`src/rtl/arbiter_rr_burst_pkg.sv`:
```
// Shared memory-side definitions: default bus widths, burst length and the
// arbiter state encoding used by the round-robin SDRAM request arbiter.
package mem_pkg;

   localparam int AN_DEF    = 24;
   localparam int DN_DEF    = 16;
   localparam int BURST_DEF = 8;

   typedef enum logic [1:0] {
      IDLE,
      READ,
      WBURST
   } arbState_e;

endpackage

```
`src/rtl/arbiter_rr_burst_if.sv`:
```
// Bundles the per-master request bus and the single SDRAM request/return port.
// The slave modport is the arbiter's view; master is the surrounding system.
interface arbiter_rr_burst_if
   import mem_pkg::*;
#(
   parameter int N  = 4,
   parameter int AN = AN_DEF,
   parameter int DN = DN_DEF,
   parameter int IN = $clog2(N)
);

   logic [N-1:0]          req;
   logic [N-1:0]          wr;
   logic [N-1:0][AN-1:0]  addr;
   logic [N-1:0][DN-1:0]  data;
   logic [N-1:0]          ack;
   logic [N-1:0]          valid;

   logic                  mem_req;
   logic                  mem_wr;
   logic [AN-1:0]         mem_addr;
   logic [DN-1:0]         mem_data;
   logic [IN-1:0]         mem_id;
   logic                  mem_ack;
   logic                  mem_valid;
   logic [IN-1:0]         mem_rid;

   modport slave (
      input  req, wr, addr, data, mem_ack, mem_valid, mem_rid,
      output ack, valid, mem_req, mem_wr, mem_addr, mem_data, mem_id
   );

   modport master (
      output req, wr, addr, data, mem_ack, mem_valid, mem_rid,
      input  ack, valid, mem_req, mem_wr, mem_addr, mem_data, mem_id
   );

endinterface

```
`src/rtl/arbiter_rr_burst_rr_pick.sv`:
```
// Rotating priority encoder: returns the first set request at or above the
// pointer, wrapping from N-1 back to 0, plus a flag saying any bit was set.
module rr_pick #(
   parameter int N  = 4,
   parameter int IN = $clog2(N)
) (
   input  logic [N-1:0]  req_i,
   input  logic [IN-1:0] ptr_i,
   output logic [IN-1:0] idx_o,
   output logic          any_o
);

   // Scan from the farthest slot back toward the pointer so the closest wins.
   always_comb begin
      int j;
      j     = 0;
      idx_o = '0;
      any_o = 1'b0;
      for (int i = N - 1; i >= 0; i--) begin
         j = int'(ptr_i) + i;
         if (j >= N) begin
            j = j - N;
         end
         if (req_i[IN'(j)]) begin
            idx_o = IN'(j);
            any_o = 1'b1;
         end
      end
   end

endmodule

```
`src/rtl/arbiter_rr_burst.sv`:
```
// Round-robin arbiter sharing one SDRAM request port between N masters; write
// grants are locked for a full burst and read returns are steered back by ID.
module arbiter_rr_burst
   import mem_pkg::*;
#(
   parameter int AN    = AN_DEF,
   parameter int DN    = DN_DEF,
   parameter int N     = 4,
   parameter int BURST = BURST_DEF
) (
   input  logic               clkSYS,
   input  logic               reset,
   arbiter_rr_burst_if.slave  bus
);

   localparam int IN = $clog2(N);
   localparam int CW = $clog2(BURST);

   arbState_e     state_q, state_d;
   logic [IN-1:0] gnt_q, gnt_d;
   logic [IN-1:0] ptr_q, ptr_d;
   logic [CW-1:0] cnt_q, cnt_d;
   logic [IN-1:0] pickIdx;
   logic [IN-1:0] gntNext;
   logic          pickAny;
   logic          memReq;
   logic          memWr;
   logic [N-1:0]  ackVec;
   logic [N-1:0]  validVec;

   rr_pick #(
      .N  (N),
      .IN (IN)
   ) u_pick (
      .req_i (bus.req),
      .ptr_i (ptr_q),
      .idx_o (pickIdx),
      .any_o (pickAny)
   );

   // Explicit wrap keeps the pointer legal when N is not a power of two.
   assign gntNext = (gnt_q == IN'(N - 1)) ? '0 : gnt_q + 1'b1;

   always_ff @(posedge clkSYS) begin
      if (reset) begin
         state_q <= IDLE;
         gnt_q   <= '0;
         ptr_q   <= '0;
         cnt_q   <= '0;
      end else begin
         state_q <= state_d;
         gnt_q   <= gnt_d;
         ptr_q   <= ptr_d;
         cnt_q   <= cnt_d;
      end
   end

   // A dropped req mid-burst only lowers mem_req; the grant stays locked.
   always_comb begin
      state_d = state_q;
      gnt_d   = gnt_q;
      ptr_d   = ptr_q;
      cnt_d   = cnt_q;
      memReq  = 1'b0;
      memWr   = 1'b0;
      ackVec  = '0;
      case (state_q)
         IDLE: begin
            if (pickAny) begin
               gnt_d   = pickIdx;
               cnt_d   = '0;
               state_d = bus.wr[pickIdx] ? WBURST : READ;
            end
         end
         READ: begin
            memReq         = bus.req[gnt_q];
            ackVec[gnt_q]  = bus.mem_ack;
            if (bus.mem_ack) begin
               ptr_d   = gntNext;
               state_d = IDLE;
            end
         end
         WBURST: begin
            memReq         = bus.req[gnt_q];
            memWr          = 1'b1;
            ackVec[gnt_q]  = bus.mem_ack;
            if (bus.mem_ack) begin
               cnt_d = cnt_q + 1'b1;
               if (cnt_q == CW'(BURST - 1)) begin
                  ptr_d   = gntNext;
                  state_d = IDLE;
               end
            end
         end
         default: begin
            state_d = IDLE;
         end
      endcase
   end

   // Return path ignores grant state so read data can overlap a new grant.
   always_comb begin
      validVec = '0;
      for (int i = 0; i < N; i++) begin
         validVec[i] = bus.mem_valid && (bus.mem_rid == IN'(i));
      end
   end

   assign bus.mem_req  = memReq;
   assign bus.mem_wr   = memWr;
   assign bus.mem_addr = bus.addr[gnt_q];
   assign bus.mem_data = bus.data[gnt_q];
   assign bus.mem_id   = gnt_q;
   assign bus.ack      = ackVec;
   assign bus.valid    = validVec;

endmodule

```
`src/flat_wrapper.sv`:
```
// flat-port wrapper written by rule: the top's interface ports become plain ports
module arbiter_rr_burst_flat import mem_pkg::*;
#(
   parameter int AN    = AN_DEF,
   parameter int DN    = DN_DEF,
   parameter int N     = 4,
   parameter int BURST = BURST_DEF
)
  (clkSYS, reset, bus_req, bus_wr, bus_addr, bus_data, bus_mem_ack, bus_mem_valid, bus_mem_rid, bus_ack, bus_valid, bus_mem_req, bus_mem_wr, bus_mem_addr, bus_mem_data, bus_mem_id);
  arbiter_rr_burst_if #(.N(N), .AN(AN), .DN(DN)) bus_i ();
  input  logic clkSYS;
  input  logic reset;
  input wire logic [$bits(bus_i.req)-1:0] bus_req;
  input wire logic [$bits(bus_i.wr)-1:0] bus_wr;
  input wire logic [$bits(bus_i.addr)-1:0] bus_addr;
  input wire logic [$bits(bus_i.data)-1:0] bus_data;
  input wire logic [$bits(bus_i.mem_ack)-1:0] bus_mem_ack;
  input wire logic [$bits(bus_i.mem_valid)-1:0] bus_mem_valid;
  input wire logic [$bits(bus_i.mem_rid)-1:0] bus_mem_rid;
  output wire logic [$bits(bus_i.ack)-1:0] bus_ack;
  output wire logic [$bits(bus_i.valid)-1:0] bus_valid;
  output wire logic [$bits(bus_i.mem_req)-1:0] bus_mem_req;
  output wire logic [$bits(bus_i.mem_wr)-1:0] bus_mem_wr;
  output wire logic [$bits(bus_i.mem_addr)-1:0] bus_mem_addr;
  output wire logic [$bits(bus_i.mem_data)-1:0] bus_mem_data;
  output wire logic [$bits(bus_i.mem_id)-1:0] bus_mem_id;
  assign bus_i.req = bus_req;
  assign bus_i.wr = bus_wr;
  assign bus_i.addr = bus_addr;
  assign bus_i.data = bus_data;
  assign bus_i.mem_ack = bus_mem_ack;
  assign bus_i.mem_valid = bus_mem_valid;
  assign bus_i.mem_rid = bus_mem_rid;
  assign bus_ack = bus_i.ack;
  assign bus_valid = bus_i.valid;
  assign bus_mem_req = bus_i.mem_req;
  assign bus_mem_wr = bus_i.mem_wr;
  assign bus_mem_addr = bus_i.mem_addr;
  assign bus_mem_data = bus_i.mem_data;
  assign bus_mem_id = bus_i.mem_id;
  arbiter_rr_burst #(.AN(AN), .DN(DN), .N(N), .BURST(BURST)) u_core (.clkSYS(clkSYS), .reset(reset), .bus(bus_i));
endmodule
```
`config.mk`:
```
export PLATFORM = sky130hd
export DESIGN_NAME = arbiter_rr_burst_flat
export DESIGN_NICKNAME = d
export VERILOG_FILES = /design/src/rtl/arbiter_rr_burst_pkg.sv /design/src/rtl/arbiter_rr_burst_if.sv /design/src/rtl/arbiter_rr_burst_rr_pick.sv /design/src/rtl/arbiter_rr_burst.sv /design/src/flat_wrapper.sv
export SDC_FILE = /design/constraint.sdc
export NUM_CORES = 1
export LEC_CHECK = 0
export CAP_MARGIN = 40
export CORE_AREA = 2 2 87 89
export CTS_CLUSTER_DIAMETER = 50
export DETAILED_ROUTE_END_ITERATION = 8
export DIE_AREA = 0 0 89 91
export PLACE_DENSITY_LB_ADDON = 0.1
export SKIP_LAST_GASP = 1
export SLEW_MARGIN = 0
export SYNTH_ARGS = -nofsm -noshare
export SYNTH_HDL_FRONTEND = slang
export SYNTH_SLANG_ARGS = --single-unit
```
`constraint.sdc`:
```
create_clock -name clkSYS -period 2.9 [get_ports clkSYS]
set_input_delay 0.58 -clock clkSYS [delete_from_list [all_inputs] [get_ports clkSYS]]
set_output_delay 0.58 -clock clkSYS [all_outputs]
set_load 0.01 [all_outputs]
```
==> results by group, run 1 <==
Status
  – Run status: finished clean

Placement
  – Number of I/O port buffers: 225
  – Weighted congestion at the end of routability-driven global placement: 0.8113
  – Cell area after placement: 4131 um^2
  – Placed Cells: 462
  – Placed wire-length estimate after detailed placement: 7715 um

Global route
  – Number of global-route vias before repair: 2390
  – Overflow left after global routing: 0
  – Total GRT Usage: 0.2036
  – Largest net degree at the start of global routing: 25
  – Wire length of the first global-routing pass: 12500 um
  – Number of antenna violations at the first check in global routing: 0

Clock network
  – TritonCTS clock tree: done
  – Quantity of gates resized following cts: 0
  – Post-CTS setup-driven buffer insertion count: 0
  – CTS H-tree lvls: 1
  – Cell at the root of the clock tree: clkbuf_8
  – Cts bufs inserted: 3
  – Clock slew at the register clock pins of the worst setup and hold paths: 0.05 ns
  – TritonCTS sink count: 9
  – Largest buffer count on any clock path: 2
  – Number of buffers added to fix hold violations after cts: 0
  – Clock latency of the later-clocked register in the worst-skew pair: 0.23 ns

Timing
  – Final Hold Vio Count: 0
  – Total Neg Setup Slack: 0 ns
  – Transition time at the pin with the least slew margin: 0.5515 ns
  – Worst Clk Skew: 0.001990 ns
  – Fraction of the cycle the final worst path needs: 0.9245
  – Max Transition Viols Final: 0
  – Fmax: 373.0 MHz
  – Unrepaired setup endpoints after global routing: no
  – # setup viols final: 0
  – Relative slew slack: 0.6299
  – Post-route minimum period: 2.681 ns

Worst setup path
  – Data required time of the worst path: 2.32 ns
  – Most prevalent standard cell on the critical path: clkdlybuf4s50_1
  – Slowest library cell on the worst path: clkdlybuf4s50_1
  – Kind of start point of the critical path: input pin
  – Critical path arrival: 2.10 ns
  – CP max FO: 2
  – Largest stage delay on the critical path: 0.47 ns
  – Series of cell instances along the critical path: clkdlybuf4s50_1, mux4_2, and2_1, clkdlybuf4s50_1
  – Kind of end point of the critical path: output pin
  – Type of the worst setup path: input pin to output pin

Floorplanning
  – Core area: 7137 um^2
  – Ports placed on the boundary: 226
  – Starting density of the core: 0.2393
  – Die Y-Extent: 91 um
  – Die Footprint: 8099 um^2
  – Die extent in x: 89 um
  – Std cell rows: 31

Routing
  – Detailed router's first-iteration violation count: 76
  – Drt pass-1 iters: 4
  – WL final: 8711 um
  – Count of antenna-violating nets left after detailed routing: 0
  – Routed length on met1: 3036 um
  – Wire length on met3: 941 um
  – Top routing layer in use: met4
  – Routed vias/inst: 4.725
  – Total vias in the final route: 2202
  – DRC violation count after routing: 0
  – Wire length on met2: 4587 um
  – Final routed wire length divided by cell count: 18.69 um

Final layout
  – Count of non-filler cells in the finished layout: 466
  – Fraction of final layout cells sized beyond drive strength 1: 0.1689
  – Filler Cells Inserted: 652
  – Net count reported at finish: 551
  – Post-Layout Inst Area: 4177 um^2
  – Layout overhead on the synthesized area: 144.5%
  – Most common cell after layout, fill and taps aside: clkdlybuf4s50_1
  – Most frequent cells in the layout: clkdlybuf4s50_1 (225), mux4_2 (41), nor2_1 (9), ha_1 (9)
  – N_diodes: 0

Synthesis
  – Leading post-synthesis cells by cell area: mux4_2 (54%), dfxtp_1 (11%), ha_1 (6.6%), a21oi_1 (2.3%), mux2i_1 (2.3%)
  – Net Count, Synth: 322
  – Share of flip-flops with an asynchronous set or reset after synthesis: 0
  – Post-synthesis register bit count: 9
  – Distinct cells, synth: 34
  – Count of yosys warnings during synthesis: 0
  – Top FF cell, synth: dfxtp_1
  – Cell area after synthesis: 1708 um^2
  – Mean post-synth cell area: 12.29 um^2
  – Top-area cell type share of the netlist area: 0.5407
  – Count of flip-flops with a built-in enable after synthesis: 0
  – Fraction of the yosys area taken by sequential cells: 0.1055
  – Post-synthesis cell count: 139
  – Most area-hungry cell type in the Yosys netlist: mux4_2

Power and ir drop
  – VDD IR-drop max: 301.1 uV
  – Leakage Power: 1.503 nW
  – Power density relative to cell area: 492.6 nW/um^2

Worst hold path
  – Hold Crit Class: flip-flop to flip-flop

Run
  – Reported max-cap violation count: 0
## Yosys cell counts, drive strengths merged, types with 2 or more instances
cell / count
nand2b: 4
or4: 2
dfxtp: 9
inv: 5
nand3: 3
mux2i: 4
a21oi: 8
ha: 9
buf: 5
and3: 5
clkbuf: 6
or3: 2
nor3b: 2
nor2b: 2
mux4: 41
nand2: 6
nor3: 4
nor2: 9
## sequential cells by signal, indices dropped and copies added, names as in the netlist
signal / flops
u_core.state_q: 2
u_core.cnt_q: 3
u_core.bus.mem_id: 2
u_core.ptr_q: 2
## metrics by stage
stage          worst slack [ns]  power (mW)  utilization  hold slack, ns
2_1_floorplan            0.5373       1.077            -          0.4470
4_1_cts                  0.2033       2.090       0.5852          0.4772
3_5_place_dp             0.2033       1.936       0.5789          0.4694
5_1_grt                  0.1731       2.205       0.5852          0.4871
6_report                 0.2188       2.058       0.5852          0.4770
3_3_place_gp             0.2363       1.927       0.5789          0.4585
## metal layers
| metal | GRT usage | up-vias |
|---|---|---|
| li1 | - | 1037 |
| met1 | 0.2156 | 1028 |
| met3 | 0.06000 | 10 |
| met5 | 0 | - |
| met4 | 0.04104 | 0 |
| met2 | 0.3881 | 127 |
## report_power, final
group / switching (mW) / internal (mW)
combinational: 0.650 / 1.06
clock: 0.0500 / 0.0958
sequential: 0.0440 / 0.158
## kinds of logic (layout without fill, tap and decap cells)
logic type | Yosys count | count (layout) | share of synthesized area
buffers and inverters | 16 | 244 | 0.04322
AO/OA/AOI/OAI | 16 | 16 | 0.07400
adder cells (fa/ha/maj) | 9 | 9 | 0.06594
AND/OR/NAND/NOR | 43 | 43 | 0.1407
multiplexers | 46 | 46 | 0.5707
flip-flops | 9 | 9 | 0.1055
## final timing paths
check / from / to / slack, ns / depth (start not counted)
worst max-delay path: bus_req[3] / bus_mem_req / 0.22 / 4
worst min-delay path: u_core.cnt_q[2] / u_core.cnt_q[2] / 0.48 / 2
worst max register to register: u_core.state_q[0] / u_core.state_q[0] / 0.58 / 7
worst min register to register: u_core.cnt_q[2] / u_core.cnt_q[2] / 0.48 / 2
## area by class of cell
type | instances | area (um^2) | area share
Timing Repair Buffer | 235 | 2352 | 0.5632
Tap cell | 99 | 123.9 | 0.02966
Sequential cell | 9 | 182.7 | 0.04374
Inverter | 5 | 18.77 | 0.004494
Clock buffer | 4 | 45.04 | 0.01078
Multi-Input combinational cell | 114 | 1454 | 0.3481
## critical path, delay by kind of cell
| family | cells | cell delay, ns |
|---|---|---|
| simple gates | 1 | 0.17 |
| buf+inv | 2 | 0.89 |
| mux | 1 | 0.46 |
(Power assumes the default switching activity.)
==> run 2: changes to the inputs <==
Settings changed: PLACE_DENSITY set to 0.87, PLACE_DENSITY_LB_ADDON 0.1 to not set.
==> results by group, run 2 (same netlist as run 1, synthesis figures left out) <==
Routing
  – Total vias in the final route: 2315
  – Routed vias/inst: 4.968
  – Drt pass-1 iters: 4
  – Detailed router's first-iteration violation count: 62
  – Final routed wire length divided by cell count: 21.28 um
  – WL final: 9917 um
  – DRC violation count after routing: 0
  – Count of antenna-violating nets left after detailed routing: 0

Placement
  – Placed wire-length estimate after detailed placement: 8493 um
  – Placed Cells: 462
  – Weighted congestion at the end of routability-driven global placement: 0.8642
  – Number of I/O port buffers: 225

Worst setup path
  – Most prevalent standard cell on the critical path: clkdlybuf4s50_1
  – Data required time of the worst path: 2.32 ns
  – RR Startpoint: u_core.state_q[0]
  – Series of cell instances along the critical path: clkdlybuf4s50_1, mux4_2, and2_1, clkdlybuf4s50_1
  – Critical path arrival: 2.09 ns
  – Slowest library cell on the worst path: clkdlybuf4s50_1
  – Reg2Reg Depth: 7
  – Largest stage delay on the critical path: 0.47 ns
  – R2R Setup Slk: 0.58 ns
  – Type of the worst setup path: input pin to output pin
  – Worst reg2reg endpoint: u_core.state_q[1]
  – Kind of end point of the critical path: output pin
  – CP max FO: 2
  – Kind of start point of the critical path: input pin

Final layout
  – Count of non-filler cells in the finished layout: 466
  – N_diodes: 0
  – Filler Cells Inserted: 644
  – Number of flip-flops under the largest register name: 3
  – Fraction of final layout cells sized beyond drive strength 1: 0.1689
  – Net count reported at finish: 551
  – Most frequent cells in the layout: clkdlybuf4s50_1 (225), mux4_2 (41), nor2_1 (9), ha_1 (9)
  – Register with the most flip-flops: u_core.cnt_q
  – Most common cell after layout, fill and taps aside: clkdlybuf4s50_1
  – Layout overhead on the synthesized area: 144.5%

Clock network
  – Clock slew at the register clock pins of the worst setup and hold paths: 0.05 ns
  – Cts bufs inserted: 3
  – Quantity of gates resized following cts: 0
  – Clock latency of the later-clocked register in the worst-skew pair: 0.23 ns
  – Largest buffer count on any clock path: 2
  – CTS H-tree lvls: 1
  – TritonCTS clock tree: done
  – Cell at the root of the clock tree: clkbuf_8
  – Post-CTS setup-driven buffer insertion count: 0
  – TritonCTS sink count: 9
  – Number of buffers added to fix hold violations after cts: 0

Global route
  – Overflow left after global routing: 0
  – Total GRT Usage: 0.2282
  – Wire length of the first global-routing pass: 13830 um
  – Largest net degree at the start of global routing: 31
  – Number of antenna violations at the first check in global routing: 0
  – Number of global-route vias before repair: 2516

Run
  – Reported max-cap violation count: 0

Floorplanning
  – Std cell rows: 31
  – Die extent in x: 89 um
  – Ports placed on the boundary: 226
  – Core area: 7137 um^2
  – Starting density of the core: 0.2393
  – Die Y-Extent: 91 um
  – Die Footprint: 8099 um^2

Worst hold path
  – Worst Hold End: u_core.cnt_q[2]
  – Number of cells on the worst hold path: 2
  – Start point of the worst min-delay path: u_core.cnt_q[2]
  – Hold Crit Class: flip-flop to flip-flop

Power and ir drop
  – Power density relative to cell area: 504.6 nW/um^2
  – VDD IR-drop max: 428.0 uV
  – Leakage Power: 1.503 nW

Timing
  – Total Neg Setup Slack: 0 ns
  – Fmax: 374.4 MHz
  – Transition time at the pin with the least slew margin: 0.5302 ns
  – Final Hold Vio Count: 0
  – Unrepaired setup endpoints after global routing: no
  – # setup viols final: 0
  – Relative slew slack: 0.6442
  – Max Transition Viols Final: 0
  – Worst Clk Skew: 0.001237 ns
  – Fraction of the cycle the final worst path needs: 0.9209
  – Post-route minimum period: 2.671 ns

Status
  – Run status: finished clean
[run 2: cell counts in the layout (fill, tap and decap cells not counted)]
No cell type changed its count.
[run 2: per-layer routing]
metal / up-vias / track usage / part of all wire
met1: 1127 / 0.2520 / 0.34
met3: 20 / 0.09364 / 0.12
li1: 1037 / - / -
met4: 0 / 0.05473 / 0.024
met2: 131 / 0.4011 / 0.51
met5: - / 0 / 0
[run 2: cell type report]
class / count / area, um^2 / area share
inverters: 5 / 18.77 / 0.004494
repair buffers: 235 / 2352 / 0.5632
clock buffers: 4 / 45.04 / 0.01078
flip-flops and latches: 9 / 182.7 / 0.04374
well taps: 99 / 123.9 / 0.02966
multi-input cells: 114 / 1454 / 0.3481
[run 2: where the power goes]
group	switching, mW	internal [mW]
sequential	0.0403	0.158
clock	0.0515	0.0960
combinational	0.700	1.06
[run 2: metrics by stage]
stage               hold WS (ns)  setup WS, ns  power (mW)  cell area, um^2    util
global route              0.5033        0.1780       2.240             4177  0.5852
global placement          0.4589        0.2386       1.942             4131  0.5789
detailed placement        0.4726        0.2355       1.961             4131  0.5789
CTS                       0.4748        0.2275       2.128             4177  0.5852
finish                    0.4712        0.2293       2.107             4177  0.5852
floorplan                 0.4470        0.5373       1.077             1708       -
[run 2: worst max path at each step]
stage | from | end | slack, ns | cells past startpoint
finish | bus_req[3] | bus_mem_req | 0.23 | 4
global route | bus_req[3] | bus_mem_req | 0.18 | 4
CTS | bus_req[3] | bus_mem_req | 0.23 | 4
detailed placement | bus_req[3] | bus_mem_req | 0.24 | 4
global placement | bus_req[3] | bus_mem_req | 0.24 | 4
floorplan | u_core.bus.mem_id[0] | bus_mem_data[10] | 0.54 | 3
[run 2: worst max-delay path: cells and delay by family]
| kind | cells | cell delay (ns) |
|---|---|---|
| buffers and inverters | 2 | 0.89 |
| muxes | 1 | 0.46 |
| and+or+nand+nor | 1 | 0.16 |
==> run 3: changes to the inputs <==
Settings changed: ABC_AREA set to 1, PLACE_DENSITY 0.87 to 0.9.
==> results by group, run 3 <==
Status
  – Run status: finished clean

Floorplanning
  – Die Footprint: 8099 um^2
  – Starting density of the core: 0.2707
  – Std cell rows: 31
  – Die Y-Extent: 91 um
  – Ports placed on the boundary: 226
  – Die extent in x: 89 um
  – Core area: 7137 um^2

Timing
  – Worst Clk Skew: 0.006709 ns
  – Relative slew slack: 0.7118
  – Fmax: 371.9 MHz
  – Transition time at the pin with the least slew margin: 0.4319 ns
  – # setup viols final: 0
  – Fraction of the cycle the final worst path needs: 0.9273
  – Post-route minimum period: 2.689 ns
  – Final Hold Vio Count: 0
  – Total Neg Setup Slack: 0 ns
  – Max Transition Viols Final: 0
  – Unrepaired setup endpoints after global routing: no

Synthesis
  – Share of flip-flops with an asynchronous set or reset after synthesis: 0
  – Leading post-synthesis cells by cell area: o21ai_0 (22%), nor2_1 (19%), o22ai_1 (13%), dfxtp_1 (9.3%), nand2_1 (6.2%)
  – Post-synthesis cell count: 367
  – Cell area after synthesis: 1932 um^2
  – Most frequently used cell type in the post-synthesis netlist: nor2_1
  – Net Count, Synth: 550
  – Most area-hungry cell type in the Yosys netlist: o21ai_0
  – Top FF cell, synth: dfxtp_1
  – Top-area cell type share of the netlist area: 0.2202
  – Distinct cells, synth: 26
  – Top cells by instance count after synthesis: nor2_1 (97), o21ai_0 (85), o22ai_1 (40), nand2_1 (32), clkbuf_1 (24)
  – Post-synthesis register bit count: 9
  – Count of yosys warnings during synthesis: 0
  – Count of flip-flops with a built-in enable after synthesis: 0
  – Fraction of the yosys area taken by sequential cells: 0.09326
  – Mean post-synth cell area: 5.264 um^2

Run
  – Reported max-cap violation count: 0

Clock network
  – Clock slew at the register clock pins of the worst setup and hold paths: 0.05 ns
  – TritonCTS clock tree: done
  – Clock latency of the later-clocked register in the worst-skew pair: 0.24 ns
  – Cell at the root of the clock tree: clkbuf_8
  – Largest buffer count on any clock path: 2
  – TritonCTS sink count: 9
  – Quantity of gates resized following cts: 0
  – CTS H-tree lvls: 1
  – Number of buffers added to fix hold violations after cts: 0
  – Post-CTS setup-driven buffer insertion count: 0
  – Cts bufs inserted: 3

Worst setup path
  – Top delay family on crit path: buffers and inverters
  – Critical path buffer and inverter count: 2
  – Kind of start point of the critical path: flip-flop
  – Series of cell instances along the critical path: buf_4, o21ai_0, o22ai_1, clkdlybuf4s50_1
  – Largest stage delay on the critical path: 0.58 ns
  – Data required time of the worst path: 2.32 ns
  – Slowest library cell on the worst path: clkdlybuf4s50_1
  – CP max FO: 39
  – Type of the worst setup path: flip-flop to output pin
  – Critical path arrival: 2.11 ns
  – Kind of end point of the critical path: output pin

Placement
  – Placed wire-length estimate after detailed placement: 7901 um
  – Number of I/O port buffers: 225
  – Weighted congestion at the end of routability-driven global placement: 0.8884

Global route
  – Overflow left after global routing: 0
  – Global-route met3 utilization: 0.04000
  – Fraction of met1 tracks used by global routing: 0.2488
  – Met2 track demand over resource: 0.4316
  – Number of global-route vias before repair: 3278
  – Busiest metal layer after global routing: met2
  – Largest net degree at the start of global routing: 46
  – Total GRT Usage: 0.2270
  – Number of antenna violations at the first check in global routing: 0
  – Wire length of the first global-routing pass: 14840 um

Power and ir drop
  – VDD IR-drop max: 256.9 uV
  – Leakage Power: 1.710 nW
  – Power density relative to cell area: 619.4 nW/um^2

Routing
  – Count of antenna-violating nets left after detailed routing: 0
  – WL final: 9802 um
  – DRC violation count after routing: 0
  – Final routed wire length divided by cell count: 14.54 um
  – Total vias in the final route: 3338
  – Routed vias/inst: 4.953
  – Detailed router's first-iteration violation count: 180
  – Drt pass-1 iters: 4

Final layout
  – Layout overhead on the synthesized area: 123.3%
  – Register area: 181.4 um^2
  – Number of flip-flops under the largest register name: 3
  – Most frequent cells in the layout: clkdlybuf4s50_1 (225), nor2_1 (97), o21ai_0 (85)
  – Fraction of final layout cells sized beyond drive strength 1: 0.04696
  – Total area of multi-input combinational cells: 1539 um^2
  – Most common cell after layout, fill and taps aside: clkdlybuf4s50_1
  – Net count reported at finish: 759
  – Core occupancy in the finished layout: 0.6043
  – Filler Cells Inserted: 652
  – N_diodes: 0
  – Register with the most flip-flops: u_core.cnt_q

Worst hold path
  – Hold Crit Class: flip-flop to flip-flop
-- run 3: changes by cell type after synthesis, moves of 5 or more --
cell	before	now
and3_1	5	0
clkbuf_1	5	24
inv_1	5	22
inv_2	0	5
mux4_2	41	0
nand2_1	6	32
nand3_1	3	11
nor2_1	9	97
o21ai_0	0	85
o22ai_1	0	40
-- run 3: through the flow --
step,cell area [um^2],hold slack [ns],instances,power [mW],setup slack (ns)
global route,4313,0.5135,674,2.883,0.06271
global placement,4268,0.4714,670,2.458,0.2975
finish,4313,0.4966,674,2.671,0.2109
floorplan,1932,0.4542,367,1.396,0.9080
detailed placement,4268,0.4863,670,2.515,0.2702
CTS,4313,0.4935,674,2.678,0.1770
-- run 3: tightest hold or removal path: stages, from the launching register on --
cell	delay [ns]
dfxtp_1	0.32
nand2_1	0.07
a21oi_1	0.05
-- run 3: final cells by class --
cell class	instances	share of cell area
timing repair buffer	231	0.5384
multi-input combinational	304	0.3568
sequential	9	0.04207
tap	99	0.02872
inverter	27	0.02350
clock buffer	4	0.01044
-- run 3: per-layer routing --
metal / share of wire / wire (um)
met1: 0.38 / 3732
met2: 0.52 / 5117
met3: 0.070 / 682
met4: 0.028 / 270
met5: 0 / 0
-- run 3: worst paths after layout --
check	start	to	slack, ns	cells past startpoint
min reg2reg	u_core.state_q[0]	u_core.state_q[0]	0.50	2
min	u_core.state_q[0]	u_core.state_q[0]	0.50	2
max reg2reg	u_core.ptr_q[0]	u_core.state_q[1]	1.00	12
max	u_core.bus.mem_id[0]	bus_mem_data[6]	0.21	4
-- run 3: logic make-up (layout without fill, tap and decap cells) --
kind of cell / count (synthesis) / in the layout / synth area share
xor+xnor: 1 / 1 / 0.004535
fa+ha+maj: 9 / 9 / 0.05829
simple gates: 152 / 152 / 0.3245
compound gates: 142 / 142 / 0.4093
buf+inv: 54 / 262 / 0.1101
flops: 9 / 9 / 0.09326
-- run 3: power breakdown --
group / switching, mW / internal (mW) / total (mW)
logic: 1.17 / 1.13 / 2.30
registers: 0.0536 / 0.162 / 0.216
clock network: 0.0545 / 0.0962 / 0.151
total: 1.28 / 1.39 / 2.67
